$ cat config.mk
export PLATFORM = sky130hd
export DESIGN_NAME = rand_bounded_fifo
export DESIGN_NICKNAME = d
export VERILOG_FILES = /design/src/rtl/rand_pkg.sv /design/src/rtl/rand_fifo_core.sv /design/src/rtl/rand_bounded_fifo.sv
export SDC_FILE = /design/constraint.sdc
export NUM_CORES = 1
export LEC_CHECK = 0
export CAP_MARGIN = 20
export CORE_MARGIN = 2
export CORE_UTILIZATION = 45
export CTS_CLUSTER_DIAMETER = 100
export CTS_CLUSTER_SIZE = 14
export DETAILED_ROUTE_END_ITERATION = 6
export PLACE_DENSITY = 0.82
export SYNTH_ARGS = -nofsm -noshare
export SYNTH_HDL_FRONTEND = slang
export SYNTH_SLANG_ARGS = --single-unit
$ cat constraint.sdc
create_clock -name CLK -period 3.1 [get_ports CLK]
set_clock_uncertainty 0.15 [all_clocks]
set_input_delay 0.62 -clock CLK [delete_from_list [all_inputs] [get_ports CLK]]
set_output_delay 0.62 -clock CLK [all_outputs]
set_load 0.005 [all_outputs]
$ cat src/rtl/rand_pkg.sv
// Constants shared by the 32-bit random generator and the blocks that consume
// its samples.
package rand_pkg;

  localparam int unsigned RAND_W = 32;

  // Ceiling log2, with a minimum of 0; used to size pointers and occupancy counts.
  function automatic int unsigned clog2(input int unsigned v);
    int unsigned r;
    r = 0;
    for (int unsigned i = 0; i < 32; i++) begin
      if ((64'd1 << i) < 64'(v)) r = i + 1;
    end
    return r;
  endfunction

endpackage

$ cat src/rtl/rand_fifo_core.sv
// Parameterised circular buffer with push/pop, occupancy count and full/empty
// flags. A pop is ignored while empty. Storage is not cleared on reset.
module rand_fifo_core
  import rand_pkg::*;
#(
  parameter int unsigned WIDTH = 4,
  parameter int unsigned DEPTH = 4
) (
  input  logic                     clk,
  input  logic                     rst,
  input  logic                     push,
  input  logic [WIDTH-1:0]         push_data,
  input  logic                     pop,
  output logic [WIDTH-1:0]         head,
  output logic [clog2(DEPTH):0]    count,
  output logic                     full,
  output logic                     empty
);

  localparam int unsigned PTR_W = clog2(DEPTH);
  localparam int unsigned CNT_W = PTR_W + 1;

  logic [WIDTH-1:0] mem_q [DEPTH];
  logic [WIDTH-1:0] mem_d [DEPTH];
  logic [PTR_W-1:0] wr_ptr_q, wr_ptr_d;
  logic [PTR_W-1:0] rd_ptr_q, rd_ptr_d;
  logic [CNT_W-1:0] count_q, count_d;
  logic             pop_ok, push_ok;

  assign empty = (count_q == '0);
  assign full  = (count_q == CNT_W'(DEPTH));
  assign count = count_q;
  assign head  = mem_q[rd_ptr_q];

  always_comb begin
    pop_ok   = pop && !empty;
    push_ok  = push && (!full || pop_ok);
    mem_d    = mem_q;
    wr_ptr_d = wr_ptr_q;
    rd_ptr_d = rd_ptr_q;
    count_d  = count_q;
    if (push_ok) begin
      mem_d[wr_ptr_q] = push_data;
      wr_ptr_d        = wr_ptr_q + 1'b1;
    end
    if (pop_ok) begin
      rd_ptr_d = rd_ptr_q + 1'b1;
    end
    case ({push_ok, pop_ok})
      2'b10:   count_d = count_q + 1'b1;
      2'b01:   count_d = count_q - 1'b1;
      default: count_d = count_q;
    endcase
  end

  always_ff @(posedge clk) begin
    if (rst) begin
      wr_ptr_q <= '0;
      rd_ptr_q <= '0;
      count_q  <= '0;
    end else begin
      wr_ptr_q <= wr_ptr_d;
      rd_ptr_q <= rd_ptr_d;
      count_q  <= count_d;
    end
  end

  always_ff @(posedge clk) begin
    mem_q <= mem_d;
  end

endmodule

$ cat src/rtl/rand_bounded_fifo.sv
// Prefetching consumer of a 32-bit random generator: keeps requests flowing,
// scales each sample into [0, BOUND) by multiply-high and buffers the results.
module rand_bounded_fifo
  import rand_pkg::*;
#(
  parameter int unsigned DEPTH = 4,
  parameter int unsigned BOUND = 10,
  parameter int unsigned OUT_W = 4
) (
  input  logic                  CLK,
  input  logic                  RESET,
  output logic                  RAND_REQ,
  input  logic [RAND_W-1:0]     RAND_IN,
  output logic [OUT_W-1:0]      OUT_DATA,
  output logic                  OUT_VALID,
  input  logic                  OUT_DEQ,
  output logic                  FULL,
  output logic [clog2(DEPTH):0] COUNT
);

  localparam int unsigned CNT_W  = clog2(DEPTH) + 1;
  localparam int unsigned PROD_W = RAND_W + OUT_W;

  logic              inflight_q, inflight_d;
  logic [CNT_W:0]    pending;
  logic [PROD_W-1:0] product;
  logic [OUT_W-1:0]  scaled;
  logic [RAND_W-1:0] frac_unused;
  logic [OUT_W-1:0]  fifo_head;
  logic [CNT_W-1:0]  fifo_count;
  logic              fifo_full, fifo_empty;

  // A same-cycle dequeue is not credited, so an accepted sample always has room.
  always_comb begin
    pending    = {1'b0, fifo_count} + {{CNT_W{1'b0}}, inflight_q};
    RAND_REQ   = !RESET && (pending < (CNT_W + 1)'(DEPTH));
    inflight_d = RAND_REQ;
  end

  always_comb begin
    product = {{OUT_W{1'b0}}, RAND_IN} * PROD_W'(BOUND);
    {scaled, frac_unused} = product;
  end

  always_ff @(posedge CLK) begin
    if (RESET) inflight_q <= 1'b0;
    else       inflight_q <= inflight_d;
  end

  rand_fifo_core #(
    .WIDTH (OUT_W),
    .DEPTH (DEPTH)
  ) u_fifo (
    .clk       (CLK),
    .rst       (RESET),
    .push      (inflight_q),
    .push_data (scaled),
    .pop       (OUT_DEQ),
    .head      (fifo_head),
    .count     (fifo_count),
    .full      (fifo_full),
    .empty     (fifo_empty)
  );

  assign OUT_VALID = !RESET && !fifo_empty;
  assign OUT_DATA  = OUT_VALID ? fifo_head : '0;
  assign FULL      = !RESET && fifo_full;
  assign COUNT     = RESET ? '0 : fifo_count;

endmodule

# Yosys cells after proc, flatten, opt, wreduce, memory -nomap -nowiden

Cells that the tools add are included.

Bits in registers: 24
Input port bits: 35
Logic and storage cells: 44

Add/sub/neg operators: 5
$mul: 1
$lt $le $gt $ge: 4
Equality and inequality tests: 3
Muxes and demuxes: 9
Bitwise gates (word level): 2
Reductions and logical operators: 12

Operator list:

| cell                    | number |
|---|---|
| $mul A32 B3 Y35 const B | 1 |
| $bwmux W16              | 1 |
| $mux W4                 | 4 |
| $bmux W4 S2             | 1 |
| $demux W4 S2            | 1 |
| $ge A3 B3 Y1 const B    | 2 |
| $logic_and A1 B1 Y1     | 6 |
| $not A2 Y3              | 2 |
| $pmux W3 S2             | 1 |
| $add A2 B1 Y2 const B   | 2 |
| $add A3 B1 Y4           | 1 |
| $lt A4 B3 Y1 const B    | 1 |
| $add A3 B1 Y3 const B   | 1 |
| $eq A3 B3 Y1 const B    | 1 |
| $logic_not A1 Y1        | 3 |
| $logic_not A3 Y1        | 1 |
| $lt A3 B1 Y1 const B    | 1 |
| $mux W3                 | 1 |
| $sub A3 B1 Y3 const B   | 1 |
| $eq A2 B1 Y1 const B    | 1 |
| $eq A2 B2 Y1 const B    | 1 |
| $reduce_bool A2 Y1      | 1 |
| $logic_or A1 B1 Y1      | 1 |

# Longest topological paths before layout

Depth after elaboration: 7
Mapped depth: 9

# Hierarchy

From an unflattened synthesis, not the netlist that was laid out.

Cells, all modules: 242
Area, all modules: 2421.1 um2

By module, submodules not included:

| module            | times used | cells an instance | area an instance (um2) | sequential area each (um2) |
|---|---|---|---|---|
| rand_bounded_fifo | 1          | 170               | 1393.8                 | 20.0 |
| rand_fifo_core    | 1          | 72                | 1027.2                 | 620.6 |

# Least setup slack after synthesis

Ideal clock, no wire load.

Kind: input-to-reg
Start: input RAND_IN[28]
End: register u_fifo.mem_q[10] (netlist name) (data pin)
Setup time: 0.294 ns
Arrival time: 2.309 ns
Required time: 2.656 ns
Path slack: 0.347 ns
Stages: 8
Path buffers: 0
Path through: ha_1 -> ha_1 -> and3_4 -> nand4_2 -> a211o_1 -> a2111oi_4 -> o31a_2 -> a41oi_1

Cells in the longest elaborated chain, start to end: 2

RTL lines:

| item                   | line                    | text |
|---|---|---|
| start: declaration     | rand_bounded_fifo.sv:13 | `input logic [RAND_W-1:0] RAND_IN,` |
| $mul A32 B3 Y35        | rand_bounded_fifo.sv:41 | `product = {{OUT_W{1'b0}}, RAND_IN} * PROD_W'(BOUND);` |
| net product[34]        | rand_bounded_fifo.sv:26 | `logic [PROD_W-1:0] product;` |
| $bwmux W16             | rand_fifo_core.sv:43    | `mem_d[wr_ptr_q] = push_data;` |
| end signal: assignment | rand_fifo_core.sv:69    | `mem_q <= mem_d;` |
| end: declaration       | rand_fifo_core.sv:23    | `logic [WIDTH-1:0] mem_q [DEPTH];` |

The timed path passes the listed nets, and every way through them passes these cells.
A chain may end at the register's enable or synchronous reset.

# Worst setup path after layout

Start: input RAND_IN[20]
End: register u_fifo.mem_q[10] (netlist name) (data pin)

Same word-level chain as after synthesis.

==> run_results.csv <==
group,metric,value,unit
outcome,status,"complete, no violations",
global_route,met2_usage,0.2991,
synthesis,synth.area.mux_share,0.04222,
die,initial_core_util,0.4642,
flow_run,drv_cap,0,
global_route,grt_use_total,0.1601,
global_route,busiest_layer,"met2",
critical_path,path_cells,"clkdlybuf4s50_1, ha_1, ha_1, nand4_4, nor2_1, a211o_1, a221o_2, nand3_1, a41oi_4",
synthesis,synth-seq-cells,24,
global_route,use_met3,0.004739,
synthesis,synth_top_family_by_area,"adder cells",
synthesis,avgSynthCellArea,10.49,um^2
critical_path,path_delay_family,"compound AO/OA/AOI/OAI gates",
cts,clk_pin_slew,0.08,ns
critical_path,worst_path_largest_cell_delay,0.43,ns
global_route,grt_max_degree,14,
synthesis,synthAdderAreaFrac,0.3409,
global_route,grt_overflow,0,
layout,drive_gt1_frac,0.2550,
die,die_h,76.59,um
cts,cts_setup_buffers,0,
sta,setup_violations,0,
layout,diodes,0,
synthesis,synthFlopType,"edfxtp_1",
critical_path,path_max_fanout,4,
sta,layout_setup_ws,0.1043,ns
synthesis,yosys.area.top_type_share,0.3325,
global_route,antenna_found_initial,0,
synthesis,syn_inst,226,
global_route,met1_usage,0.1964,
synthesis,syn_area,0.002371,mm^2
layout,fillerInstances,363,
synthesis,synth-simple-area-share,0.1208,
sta,fmax,333.8,MHz
pwr,clock_power_share,0.126,
routing,detail_route.iter0.violations,66,
synthesis,synthArstFlopShare,0,
worst_hold_path,min_path_type,"reg -> reg",
critical_path,path_common_cell,"ha_1",
synthesis,synth_compound_area_frac,0.1731,
pwr,finalPower,0.001400,W
synthesis,synth.most_common_cell,"ha_1",
layout,nets,398,
critical_path,cp-start-kind,"primary input",
cts,clock_sinks,24,
synthesis,syn_nets,325,
routing,drt-vias-per-instance,5.353,
synthesis,ys_seq_area_frac,0.2702,
pwr,powerDensity,403.4,mW/mm^2
pwr,comb_power_share,0.528,
place,io_buffer_count,44,
die,core,0.005107,mm^2
sta,fin_crit,2.996,ns
routing,drt-total-wl,5.118,mm
die,ioPinCount,45,
sta,fin_tns_setup,0,ns
routing,wl_per_cell,13.91,um
synthesis,ys_top_cells_by_area,"ha_1 (33%), edfxtp_1 (20%), dfxtp_1 (6.8%), mux4_2 (3.8%), a21oi_1 (3.6%)",
sta,tightestPinTransition,0.3816,ns
synthesis,synth_cell_types,44,
synthesis,synth-edff-count,16,
synthesis,synth_xor_area_frac,0.02586,
routing,via_count,1970,
place,gp_congestion,0.8055,
die,die_area,0.005865,mm^2
global_route,grt_pass1_wl,7.928,mm
cts,ctsHtreeMaxLevel,1,
cts,ctsHoldBuffers,0,
routing,antenna_left,0,
critical_path,crit_arrival,2.83,ns
pwr,p_leak,1.452,nW
pwr,p_sw_frac,0.3460,
cts,cts_tree,"done",
pwr,peakVddDrop,0.2415,mV
pwr,p_int,0.0009155,W
critical_path,critPathSlowestCell,"clkdlybuf4s50_1",
cts,clockBufferDepth,2,
cts,cts_buffers,3,
critical_path,end_kind,"flip-flop",
global_route,first_global_vias,1908,
pwr,seqPwrFrac,0.346,
critical_path,critPathBufInv,1,
cts,clk_latency,0.26,ns
place,place_hpwl,4.138,mm
critical_path,worst_ep_required_time,2.93,ns
layout,synthToLayoutAreaGrowth,46.33,%
die,die-width,76.59,um
place,pre_cts_ws,-0.3549,ns
cts,ctsRootBufferMaster,"clkbuf_8",
critical_path,setup.worst_path.class,"in -> reg",
sta,hold_viol_final,0,
routing,drtPass1Iterations,4,
die,rows,26,
pwr,power.switching,0.0004843,W
synthesis,ys_warn_count,0,
synthesis,synth_top_area_cell,"ha_1",
sta,max-slew-margin-rel,0.7429,
routing,drc_errors,0,
synthesis,synth_common_cells,"ha_1 (63), a21oi_1 (17), nor2_1 (17), edfxtp_1 (16), inv_1 (14)",
sta,drv_slew,0,
sta,period_share,0.9663,
[flip-flops by register name, summed over array words and instances (netlist names)]
signal and flops:
inflight_q 1, u_fifo.count 3, u_fifo.rd_ptr_q 2, u_fifo.wr_ptr_q 2, u_fifo.mem_q 16
[what timing repair did]
item / in CTS / in global routing
pin swaps: 1 / 11
gates resized for setup: 5 / 44
setup endpoints to repair: 12 / 16
[kinds of logic (layout without fill, tap and decap cells)]
group,count (synthesis),in the layout
AND/OR/NAND/NOR,52,52
flip-flops,24,24
buffers and inverters,17,89
adder cells (fa/ha/maj),64,64
multiplexers,5,5
AO/OA/AOI/OAI,57,57
XOR/XNOR,7,7
[path summary, 6_finish.rpt]
kind / from / endpoint / slack [ns] / depth (start not counted)
setup / recovery: RAND_IN[20] / u_fifo.mem_q[10]$_DFFE_PP_ / 0.10 / 9
hold / removal: inflight_q$_SDFF_PP0_ / inflight_q$_SDFF_PP0_ / 0.36 / 1
setup reg to reg: u_fifo.count[2]$_SDFFE_PP0P_ / u_fifo.count[2]$_SDFFE_PP0P_ / 0.63 / 9
hold reg to reg: inflight_q$_SDFF_PP0_ / inflight_q$_SDFF_PP0_ / 0.36 / 1
[placed cells by master, fill, tap and decap left out, types with 4 or more instances in the layout]
cell type,Yosys,final
a21oi_1,17,13
a21oi_2,0,4
and2_1,9,8
buf_4,0,27
clkdlybuf4s50_1,0,34
dfxtp_1,8,8
dlymetal6s2s_1,0,10
edfxtp_1,16,16
ha_1,63,47
ha_4,0,15
inv_1,14,14
mux4_2,4,4
nand2_1,6,5
nand3_1,6,6
nor2_1,17,16
o211ai_1,4,4
o21ai_0,7,6
[per-stage QoR]
stage / utilization / hold slack, ns / area [um^2] / std cells
after floorplan: - / 0.3022 / 2371 / 226
after global placement: 0.6051 / 0.3370 / 3090 / 364
after detailed placement: 0.6051 / 0.3414 / 3090 / 364
after CTS: 0.6178 / 0.3522 / 3156 / 368
after global routing: 0.6793 / 0.3814 / 3470 / 368
final: 0.6793 / 0.3569 / 3470 / 368
[area by class of cell]
cell class                      count  area [um^2]  share of cell area
Timing Repair Buffer               71        668.1              0.1926
Sequential cell                    24        640.6              0.1846
Clock buffer                        3        41.29             0.01190
Inverter                           14        52.55             0.01515
Multi-Input combinational cell    185         1976              0.5694
Clock inverter                      1        3.754            0.001082
Tap cell                           70        87.58             0.02524
[power groups by stage]
| stage | sequential, W | clock, W | combinational, W |
|---|---|---|---|
| 6_report | 0.000484 | 0.000177 | 0.000739 |
| 3_5_place_dp | 0.000492 | 0 | 0.000657 |
| 4_1_cts | 0.000485 | 0.000179 | 0.000666 |
| 3_3_place_gp | 0.000490 | 0 | 0.000635 |
| 5_1_grt | 0.000494 | 0.000192 | 0.000822 |
| 2_1_floorplan | 0.000457 | 0 | 0.000434 |
[metal layers]
layer,vias up,wire [um]
met5,-,0
met4,0,51
met3,4,70
met2,25,2732
met1,922,2265
li1,1019,-
No activity file was read; power rests on OpenSTA's default activity.
